[config.mk]
export PLATFORM = sky130hd
export DESIGN_NAME = fnd_scan_ctrl
export DESIGN_NICKNAME = d
export VERILOG_FILES = /design/src/rtl/fnd_pkg.sv /design/src/rtl/fnd_tick_gen.sv /design/src/rtl/fnd_scan_ctrl.sv
export SDC_FILE = /design/constraint.sdc
export NUM_CORES = 1
export LEC_CHECK = 0
export ABC_CLOCK_PERIOD_IN_PS = 2800
export CAP_MARGIN = 5
export CORE_MARGIN = 3
export CORE_UTILIZATION = 43
export DETAILED_ROUTE_END_ITERATION = 8
export GPL_TIMING_DRIVEN = 0
export PLACE_DENSITY = 0.69
export SLEW_MARGIN = 20
export SYNTH_ARGS = -nofsm -noshare
export SYNTH_HDL_FRONTEND = slang
export SYNTH_SLANG_ARGS = --single-unit
[constraint.sdc]
create_clock -name clk -period 2.8 [get_ports clk]
set_clock_uncertainty 0.2 [all_clocks]
set_input_delay 0.56 -clock clk [delete_from_list [all_inputs] [get_ports clk]]
set_output_delay 0.56 -clock clk [all_outputs]
set_load 0.01 [all_outputs]
[src/rtl/fnd_pkg.sv]
// fnd_pkg: constants shared by the FND (seven-segment) display blocks.
//   - default parameter values for fnd_scan_ctrl
//   - segment bit order {a..g} used by fnd_dec and the scanner (a = MSB)
//   - ENB_OFF(): idle level of a digit-enable bus for a given polarity
package fnd_pkg;

  localparam int FND_NUM_DIGIT    = 6;
  localparam int FND_SEG_W        = 7;
  localparam int FND_BRIGHT_W     = 3;
  localparam int FND_BLINK_FRAMES = 64;
  localparam bit FND_ENB_ACT_LOW  = 1'b1;
  localparam int FND_MAX_DIGIT    = 16;

  // Segment vector is {a,b,c,d,e,f,g}: a sits in the MSB, g in bit 0.
  localparam int FND_SEG_IDX_A = 6;
  localparam int FND_SEG_IDX_G = 0;

  // Idle (all digits off) enable pattern for an n-digit bus, returned
  // FND_MAX_DIGIT wide; callers slice the low n bits.
  function automatic logic [FND_MAX_DIGIT-1:0] ENB_OFF(input int n, input bit act_low);
    logic [FND_MAX_DIGIT-1:0] v;
    v = '0;
    for (int i = 0; i < FND_MAX_DIGIT; i++)
      if (i < n) v[i] = act_low;
    return v;
  endfunction

endpackage

[src/rtl/fnd_tick_gen.sv]
// fnd_tick_gen: clock-enable tick generator.
//   clk, rst_n : clock, async active-low reset
//   i_clr      : synchronous clear of the divider (tick suppressed)
//   i_div      : clk cycles per tick; 0 behaves as 1
//   o_tick     : combinational one-cycle tick, high when div_cnt >= D-1
module fnd_tick_gen #(
  parameter int DIV_W = 32
) (
  input  logic             clk,
  input  logic             rst_n,
  input  logic             i_clr,
  input  logic [DIV_W-1:0] i_div,
  output logic             o_tick
);

  logic [DIV_W-1:0] div_cnt_q, div_cnt_d;
  logic [DIV_W-1:0] div_eff;

  // ">=" rather than "==" so that lowering i_div below the running count
  // fires a tick right away instead of waiting for a 32-bit wrap.
  always_comb begin
    div_eff   = (i_div == '0) ? {{(DIV_W-1){1'b0}}, 1'b1} : i_div;
    o_tick    = ~i_clr & (div_cnt_q >= (div_eff - 1'b1));
    div_cnt_d = div_cnt_q + 1'b1;
    if (i_clr || o_tick) div_cnt_d = '0;
  end

  always_ff @(posedge clk or negedge rst_n)
    if (!rst_n) div_cnt_q <= '0;
    else        div_cnt_q <= div_cnt_d;

endmodule

[src/rtl/fnd_scan_ctrl.sv]
// fnd_scan_ctrl: multiplexed seven-segment scan controller.
//   clk, rst_n   : clock, async active-low reset
//   i_en         : 1 = scan, 0 = blank and hold counters cleared
//   i_scan_div   : clk cycles per tick (0 treated as 1)
//   i_bright     : on-ticks per 2^BRIGHT_W-tick digit slot (0 = blank)
//   i_digit_seg  : digit k segments at [k*SEG_W +: SEG_W]
//   i_dp, i_blink: per-digit decimal point / blink enable
//   o_seg, o_seg_dp, o_seg_enb, o_scan_idx : registered pin drive
//   o_frame      : one-cycle pulse after each completed frame
// Display data is latched into shadow registers once per frame so a
// frame never shows a mix of old and new digits.
module fnd_scan_ctrl
  import fnd_pkg::*;
#(
  parameter int NUM_DIGIT    = FND_NUM_DIGIT,
  parameter int SEG_W        = FND_SEG_W,
  parameter int BRIGHT_W     = FND_BRIGHT_W,
  parameter int BLINK_FRAMES = FND_BLINK_FRAMES,
  parameter bit ENB_ACT_LOW  = FND_ENB_ACT_LOW
) (
  input  logic                       clk,
  input  logic                       rst_n,
  input  logic                       i_en,
  input  logic [31:0]                i_scan_div,
  input  logic [BRIGHT_W-1:0]        i_bright,
  input  logic [NUM_DIGIT*SEG_W-1:0] i_digit_seg,
  input  logic [NUM_DIGIT-1:0]       i_dp,
  input  logic [NUM_DIGIT-1:0]       i_blink,
  output logic [SEG_W-1:0]           o_seg,
  output logic                       o_seg_dp,
  output logic [NUM_DIGIT-1:0]       o_seg_enb,
  output logic [$clog2(NUM_DIGIT)-1:0] o_scan_idx,
  output logic                       o_frame
);

  localparam int IDX_W = $clog2(NUM_DIGIT);
  localparam int BC_W  = (BLINK_FRAMES > 1) ? $clog2(BLINK_FRAMES) : 1;
  localparam logic [FND_MAX_DIGIT-1:0] ENB_OFF_FULL = ENB_OFF(NUM_DIGIT, ENB_ACT_LOW);
  localparam logic [NUM_DIGIT-1:0]     ENB_IDLE     = ENB_OFF_FULL[NUM_DIGIT-1:0];

  logic tick, sub_wrap, dig_last, frame_end, dig_on;

  logic [BRIGHT_W-1:0] sub_cnt_q, sub_cnt_d;
  logic [IDX_W-1:0]    dig_idx_q, dig_idx_d;
  logic [BC_W-1:0]     blink_cnt_q, blink_cnt_d;
  logic                blink_ph_q, blink_ph_d;

  logic [NUM_DIGIT-1:0][SEG_W-1:0] shd_seg_q, shd_seg_d;
  logic [NUM_DIGIT-1:0]            shd_dp_q, shd_dp_d;
  logic [NUM_DIGIT-1:0]            shd_blink_q, shd_blink_d;

  logic [SEG_W-1:0]     seg_q, seg_d;
  logic                 seg_dp_q, seg_dp_d;
  logic [NUM_DIGIT-1:0] seg_enb_q, seg_enb_d;
  logic [IDX_W-1:0]     scan_idx_q, scan_idx_d;
  logic                 frame_q, frame_d;

  fnd_tick_gen #(.DIV_W(32)) u_tick (
    .clk    (clk),
    .rst_n  (rst_n),
    .i_clr  (~i_en),
    .i_div  (i_scan_div),
    .o_tick (tick)
  );

  // tick is already masked by ~i_en inside the tick generator.
  assign sub_wrap  = tick & (sub_cnt_q == '1);
  assign dig_last  = (dig_idx_q == IDX_W'(NUM_DIGIT - 1));
  assign frame_end = sub_wrap & dig_last;

  // Scan / blink counters
  always_comb begin
    sub_cnt_d   = sub_cnt_q;
    dig_idx_d   = dig_idx_q;
    blink_cnt_d = blink_cnt_q;
    blink_ph_d  = blink_ph_q;
    if (!i_en) begin
      sub_cnt_d   = '0;
      dig_idx_d   = '0;
      blink_cnt_d = '0;
      blink_ph_d  = 1'b0;
    end else if (tick) begin
      sub_cnt_d = sub_cnt_q + 1'b1;
      if (sub_wrap) dig_idx_d = dig_last ? '0 : dig_idx_q + 1'b1;
      if (frame_end) begin
        if (blink_cnt_q == BC_W'(BLINK_FRAMES - 1)) begin
          blink_cnt_d = '0;
          blink_ph_d  = ~blink_ph_q;
        end else begin
          blink_cnt_d = blink_cnt_q + 1'b1;
        end
      end
    end
  end

  // Shadow: track inputs while disabled so re-enable shows fresh data at once.
  always_comb begin
    shd_seg_d   = shd_seg_q;
    shd_dp_d    = shd_dp_q;
    shd_blink_d = shd_blink_q;
    if (!i_en || frame_end) begin
      shd_seg_d   = i_digit_seg;
      shd_dp_d    = i_dp;
      shd_blink_d = i_blink;
    end
  end

  // Output stage. XOR against the idle pattern yields a one-hot enable of
  // the right polarity for either ENB_ACT_LOW setting.
  always_comb begin
    dig_on     = i_en & (sub_cnt_q < i_bright) & ~(shd_blink_q[dig_idx_q] & blink_ph_q);
    seg_d      = dig_on ? shd_seg_q[dig_idx_q] : '0;
    seg_dp_d   = dig_on & shd_dp_q[dig_idx_q];
    seg_enb_d  = dig_on ? (ENB_IDLE ^ (NUM_DIGIT'(1) << dig_idx_q)) : ENB_IDLE;
    scan_idx_d = dig_idx_q;
    frame_d    = frame_end;
  end

  always_ff @(posedge clk or negedge rst_n)
    if (!rst_n) begin
      sub_cnt_q   <= '0;
      dig_idx_q   <= '0;
      blink_cnt_q <= '0;
      blink_ph_q  <= 1'b0;
      shd_seg_q   <= '0;
      shd_dp_q    <= '0;
      shd_blink_q <= '0;
      seg_q       <= '0;
      seg_dp_q    <= 1'b0;
      seg_enb_q   <= ENB_IDLE;
      scan_idx_q  <= '0;
      frame_q     <= 1'b0;
    end else begin
      sub_cnt_q   <= sub_cnt_d;
      dig_idx_q   <= dig_idx_d;
      blink_cnt_q <= blink_cnt_d;
      blink_ph_q  <= blink_ph_d;
      shd_seg_q   <= shd_seg_d;
      shd_dp_q    <= shd_dp_d;
      shd_blink_q <= shd_blink_d;
      seg_q       <= seg_d;
      seg_dp_q    <= seg_dp_d;
      seg_enb_q   <= seg_enb_d;
      scan_idx_q  <= scan_idx_d;
      frame_q     <= frame_d;
    end

  assign o_seg      = seg_q;
  assign o_seg_dp   = seg_dp_q;
  assign o_seg_enb  = seg_enb_q;
  assign o_scan_idx = scan_idx_q;
  assign o_frame    = frame_q;

endmodule

==> impl_metrics.ini, run 1 <==
[power]
vdd.ir_drop.worst_v = 0.000376
leakage_uw = 0.00416
p_per_area_nw_per_um2 = 495

[global_route]
grt_pass1_wl_um = 28200
overflow = 0
track_usage_pct = 21.2
grt_start_max_net_pins = 83
grt_pass1_vias = 5520
grt_antenna_before_repair = 0

[synthesis]
synth_top_family_by_area = simple AND/OR/NAND/NOR gates
ys_warn_count = 0
synthXorXnorAreaFrac_pct = 7.79
netlist_instances = 596
synth_top_area_cell = dfrtp_1
avgSynthCellArea_um2 = 10.9
synth_top_area_share_pct = 42.6
synth.top_cells.by_area = dfrtp_1 43%, mux2_2 11%, ha_1 7.7%
ys_ff_latch = 117
synth_compound_area_share_pct = 6.53
syn_area_um2 = 6520
synthFlopType = dfrtp_1
synthMuxAreaShare_pct = 15.1
synthAdderAreaFrac_pct = 7.68
synth_seq_area_share_pct = 45.0
synth_simple_gate_area_share_pct = 15.9
synth_nets = 728
synth_edf_count = 0
ys_async_sr_fraction_pct = 100
ys_types = 51

[run]
max_cap_viol_count = 0

[worst_setup_path]
required_ns = 2.89
rrSetupSlack_ns = -0.10
worstPathArrival_ns = 4.95
cp-start-kind = input pin
crit_type = input pin to flop
reg2regPathDepth = 9
endpoint_kind = flop
startpoint = i_scan_div[17]
worstSetupEndpoint = shd_seg_q[25]
r2r-end = shd_seg_q[25]
r2r_start = u_tick.div_cnt_q[21]
critical_path_peak_fanout = 5

[drt]
ant_nets = 0
drc_errors = 0
wl_per_cell_um = 18.9
firstDrtPassIters = 7
avgViaCountPerCell = 5.52
dr.first_iter.drc_count = 303
routed_wl_um = 18400
vias = 5372

[floorplan]
io-pin-count = 110
dieArea_um2 = 16700
die_h_um = 129
initial_utilization_pct = 44.3
coreArea_um2 = 14700
dieWidth_um = 129
rows = 44

[sta]
fin_crit_ns = 4.86
setup_viol = 100
final_max_slew_viol_count = 0
tns_ns = -195.45
worst_slack_ns = -2.06
fmax_mhz = 206
period_share_pct = 174
max-slew-margin-rel_pct = 30.7
hold_violations = 0
rsz0062_at_grt = yes
tightestPinTransition_ns = 1.03

[finish]
drive_gt1_share_pct = 35.2
n_antenna_cell = 0
final_cell_mix = 110 x dfrtp_1, 76 x clkdlybuf4s50_1, 46 x mux2_4, 38 x nor2_1, 38 x ha_1
fin_nets = 908
final_common_cell = dfrtp_1
syn2layout_area_growth_pct = 49.8

[clocking]
insertion_delay_ns = 0.40
clock-sinks = 117
cts_made_buffers = 17
root_buffer = clkbuf_16
cts_tree = built
h-tree-depth = 4
cts.path.max_buffers = 2
clk_pin_slew_ns = 0.06

[status]
violations = negative setup slack
run_status = finished with violations

[placed_design]
place.gp.congestion = 0.817
io_buffers = 108
dpl_worst_slack_ns = -3.51
hpwl_um = 11500

[min_path]
hp-class = flop to flop
==> flip-flops by register name (all words and copies together) (netlist names), 6 cells and up <==
signal and cells:
blink_cnt_q 6, o_seg 7, o_seg_enb 6, shd_blink_q 6, shd_dp_q 6, shd_seg_q 42, u_tick.div_cnt_q 32
==> worst max-delay path, stage by stage <==
cell	delay, ns
buf_8	0.10
or4_4	0.53
or4b_4	0.57
nor4_4	0.25
a21oi_2	0.11
ha_2	0.22
nand2b_4	0.09
buf_6	0.10
or3_4	0.13
nor3_1	0.06
xnor2_1	0.13
ha_1	0.30
nand4_1	0.14
nor4_4	0.39
nand2_2	0.13
a31o_4	0.24
o211a_4	0.26
clkbuf_16	0.18
clkbuf_16	0.17
mux2_4	0.30
==> cell type report <==
type	count	area, µm²
Tap cell	184	230
Sequential cell	117	2940
Clock buffer	18	439
Clock inverter	14	201
Fill cell	1031	4930
Inverter	13	48.8
Multi-Input combinational cell	447	4080
Timing Repair Buffer	164	1610
Buffer	16	216
==> metrics by stage <==
stage | power, µW | std cells | cell area (µm²) | hold slack, ns | utilization [%]
after global routing | 4990 | 973 | 9770 | 0.286 | 66.4
final | 4840 | 973 | 9770 | 0.262 | 66.4
after global placement | 2340 | 888 | 7940 | 0.158 | 54.0
after floorplan | 2090 | 596 | 6630 | 0.0644 | -
after detailed placement | 2360 | 889 | 7970 | 0.158 | 54.2
after CTS | 4790 | 957 | 9390 | 0.252 | 63.9
==> Yosys cell counts, types with 3 or more instances <==
library cell and instances:
dfrtp_1 111, nor2_1 70, mux2_2 64, ha_1 40
nand2_1 38, xnor2_1 34, xor2_1 24, nand3_1 21
nor3_1 20, a21oi_1 15, nand4_1 15, clkbuf_1 14
inv_1 13, o21ai_0 12, a22oi_1 9, mux4_2 9
nor4_1 8, dfstp_2 6, mux2i_1 6, nand2b_1 6
o211ai_1 6, buf_2 5, or2_2 5, or3_1 5
and3_1 4, or4_1 4, or4_4 3
==> metal layers <==
metal  global-route usage [%]  part of all wire (%)  vias up
met1                     27.9                    43     2685
met5                        0                     0        -
met4                     6.42                   1.5        0
met2                     36.1                    52      139
li1                         -                     -     2523
met3                     3.50                   3.7       25
==> report_power, final <==
part	internal (µW)	switching, µW	total (µW)
registers	1790	57.7	1850
logic	401	261	662
clock network	1520	809	2330
==> worst min path at each step <==
stage	start	to	slack (ns)	depth (start not counted)
floorplan	rst_n	blink_cnt_q[0]	0.06	0
CTS	dig_idx_q[2]	o_scan_idx[2]	0.25	0
finish	dig_idx_q[2]	o_scan_idx[2]	0.26	0
global placement	dig_idx_q[0]	o_scan_idx[0]	0.16	0
detailed placement	dig_idx_q[0]	o_scan_idx[0]	0.16	0
global route	dig_idx_q[2]	o_scan_idx[2]	0.29	0
==> cell families (layout without fill, tap and decap cells) <==
family | after synthesis | after routing
fa+ha+maj | 40 | 40
xor+xnor | 58 | 58
flops | 117 | 117
buf+inv | 32 | 225
simple gates | 210 | 210
compound gates | 60 | 60
mux | 79 | 79
==> what timing repair did <==
action / 4_1_cts / 5_1_grt
cloned: 6 / 4
buffers inserted: 31 / 15
hold buffers: 1 / 0
gates resized for setup: 175 / 95
endpoints found under the setup margin: 114 / 106
pin swaps: 28 / 47
hold endpoints to repair: 34 / 0
(Power assumes the default switching activity.)
==> inputs of run 2 (changes only) <==
--- a/config.mk
+++ b/config.mk
@@ -8,10 +8,10 @@
 export ABC_CLOCK_PERIOD_IN_PS = 2800
 export CAP_MARGIN = 5
 export CORE_MARGIN = 3
-export CORE_UTILIZATION = 43
+export CORE_UTILIZATION = 49
 export DETAILED_ROUTE_END_ITERATION = 8
 export GPL_TIMING_DRIVEN = 0
-export PLACE_DENSITY = 0.69
+export PLACE_DENSITY = 0.77
 export SLEW_MARGIN = 20
 export SYNTH_ARGS = -nofsm -noshare
 export SYNTH_HDL_FRONTEND = slang
==> run 2 against run 1 <==
  * The run still ends with negative setup slack left
  * Core utilization increased by 9.0 points
  * Wire length increased by 12%
  * Largest power group unchanged
  * Non-clock buffer count increased by 6
  * Sequential cell count unchanged
  * Via count increased by 7.5%
  * Setup slack got worse by 0.15 ns
  * First-iteration DRC count increased by 60%
  * Count of clock-buffer cells in the layout increased by 9
  * Sequential share of layout area increased by 0.29 points
  * Die area decreased by 12%
==> impl_metrics.ini, run 2 (synthesis results as in run 1) <==
[status]
violations = negative setup slack
run_status = finished with violations

[drt]
firstDrtPassIters = 6
dr.first_iter.drc_count = 486
ant_nets = 0
routed_wl_um = 20700
vias = 5775
avgViaCountPerCell = 5.97
wl_per_cell_um = 21.4
drc_errors = 0

[floorplan]
coreArea_um2 = 12800
dieWidth_um = 121
die_h_um = 121
initial_utilization_pct = 50.8
rows = 41
dieArea_um2 = 14700
io-pin-count = 110

[placed_design]
hpwl_um = 11700
io_buffers = 108
place.gp.congestion = 0.855

[sta]
holdWs_ns = 0.252
fmax_mhz = 200
tns_ns = -203.84
max-slew-margin-rel_pct = 31.4
hold_violations = 0
period_share_pct = 179
tightestPinTransition_ns = 1.02
fin_crit_ns = 5.01
rsz0062_at_grt = yes
setup_viol = 100
worst_slack_ns = -2.21
final_max_slew_viol_count = 0

[clocking]
clock-sinks = 117
clk_pin_slew_ns = 0.06
cts_tree = built
root_buffer = clkbuf_16
h-tree-depth = 4
cts_made_buffers = 17
cts.path.max_buffers = 2
insertion_delay_ns = 0.43

[finish]
fill_cells = 750
final_common_cell = dfrtp_1
syn2layout_area_growth_pct = 48.4
regMostFlops = shd_seg_q
fin_nets = 914
drive_gt1_share_pct = 34.6
fin_util_pct = 75.4
n_antenna_cell = 0
largest_reg_flops = 42
final_cell_mix = 110 x dfrtp_1, 76 x clkdlybuf4s50_1, 39 x ha_1, 39 x buf_4, 38 x nor2_1

[global_route]
grt_pass1_wl_um = 28600
track_usage_pct = 25.0
grt_start_max_net_pins = 73
overflow = 0
grt_pass1_vias = 5602
grt_antenna_before_repair = 0

[worst_setup_path]
r2r_start = u_tick.div_cnt_q[0]
endpoint_kind = flop
rrSetupSlack_ns = -0.25
cp-start-kind = input pin
worstPathCellList = clkbuf_2 -> or4_4 -> or4b_4 -> nor4_4 -> a21oi_2 -> buf_4 -> buf_4 -> buf_4 -> buf_4 -> buf_4 -> buf_4 -> buf_4 -> ha_1 -> nand2b_1 -> a2111oi_2 -> nand3b_1 -> a31o_4 -> o211a_4 -> clkbuf_16 -> buf_12 -> buf_12 -> mux2_2
crit_type = input pin to flop
startpoint = i_scan_div[18]
worstPathArrival_ns = 5.12
critical_path_peak_fanout = 5
slowest_delay_ns = 0.56
required_ns = 2.91
worst_path_most_repeated_cell = buf_4
slowest_stage = or4b_4

[run]
max_cap_viol_count = 0

[min_path]
hp-class = flop to flop
min_from = dig_idx_q[2]

[power]
p_per_area_nw_per_um2 = 457
vdd.ir_drop.worst_v = 0.000504
leakage_uw = 0.00407
[run 2: changes by cell type in the layout (fill, tap and decap cells not counted), sizes merged]
cell,before,now
buf,68,77
dlygate4sd2,6,9
dlymetal6s2s,1,0
clkbuf,42,45
clkinvlp,5,1
bufinv,4,0
inv,14,13
clkdlybuf4s15,4,5
[run 2: critical path: cells and delay by family]
| kind | cells | cell delay, ns |
|---|---|---|
| AND/OR/NAND/NOR | 5 | 1.68 |
| buffers and inverters | 11 | 1.41 |
| AO/OA/AOI/OAI | 4 | 0.83 |
| multiplexers | 1 | 0.34 |
| adder cells (fa/ha/maj) | 1 | 0.28 |
[run 2: final cells by class]
class / count / area (µm²) / area share (%)
Clock inverter: 5 / 27.5 / 0.285
Sequential cell: 117 / 2940 / 30.4
Clock buffer: 27 / 483 / 4.99
Inverter: 13 / 48.8 / 0.505
Buffer: 15 / 166 / 1.72
Timing Repair Buffer: 171 / 1740 / 18.0
Multi-Input combinational cell: 447 / 4060 / 41.9
Tap cell: 172 / 215 / 2.23
[run 2: stage by stage]
step / total power, µW / instances / worst slack (ns) / cell area [µm²]
after detailed placement: 2360 / 877 / -3.40 / 7960
after CTS: 4320 / 959 / -2.18 / 9250
after floorplan: 2090 / 596 / -2.11 / 6630
final: 4420 / 967 / -2.21 / 9670
after global routing: 4550 / 967 / -2.28 / 9670
after global placement: 2330 / 876 / -3.41 / 7930
[run 2: final timing paths]
path,endpoint,cells past startpoint
max in group asynchronous,o_seg_enb[5],3
worst min-delay path,o_scan_idx[2],0
worst min register to register,o_scan_idx[2],0
min in group asynchronous,u_tick.div_cnt_q[25],2
worst max-delay path,shd_seg_q[23],22
worst max register to register,shd_seg_q[23],11
[run 2: repair_timing]
item	in CTS	in global routing
hold buffers	1	0
gates cloned	9	0
setup endpoints to repair	114	114
pin swaps	31	73
gates resized for setup	125	136
buffers inserted	41	13
endpoints found under the hold margin	45	0
[run 2: metal layers]
| metal | wire length, µm | GRT usage, % | up-vias |
|---|---|---|---|
| met4 | 815 | 8.40 | 0 |
| met3 | 1270 | 5.22 | 79 |
| met2 | 10500 | 43.4 | 304 |
| met1 | 8110 | 30.9 | 2869 |
| met5 | 0 | 0 | - |
| li1 | - | - | 2523 |
[run 2: where the power goes]
part | switching (µW) | total (µW) | internal [µW]
clock network | 743 | 1910 | 1170
registers | 62.0 | 1850 | 1790
logic | 276 | 661 | 384
total | 1080 | 4420 | 3340
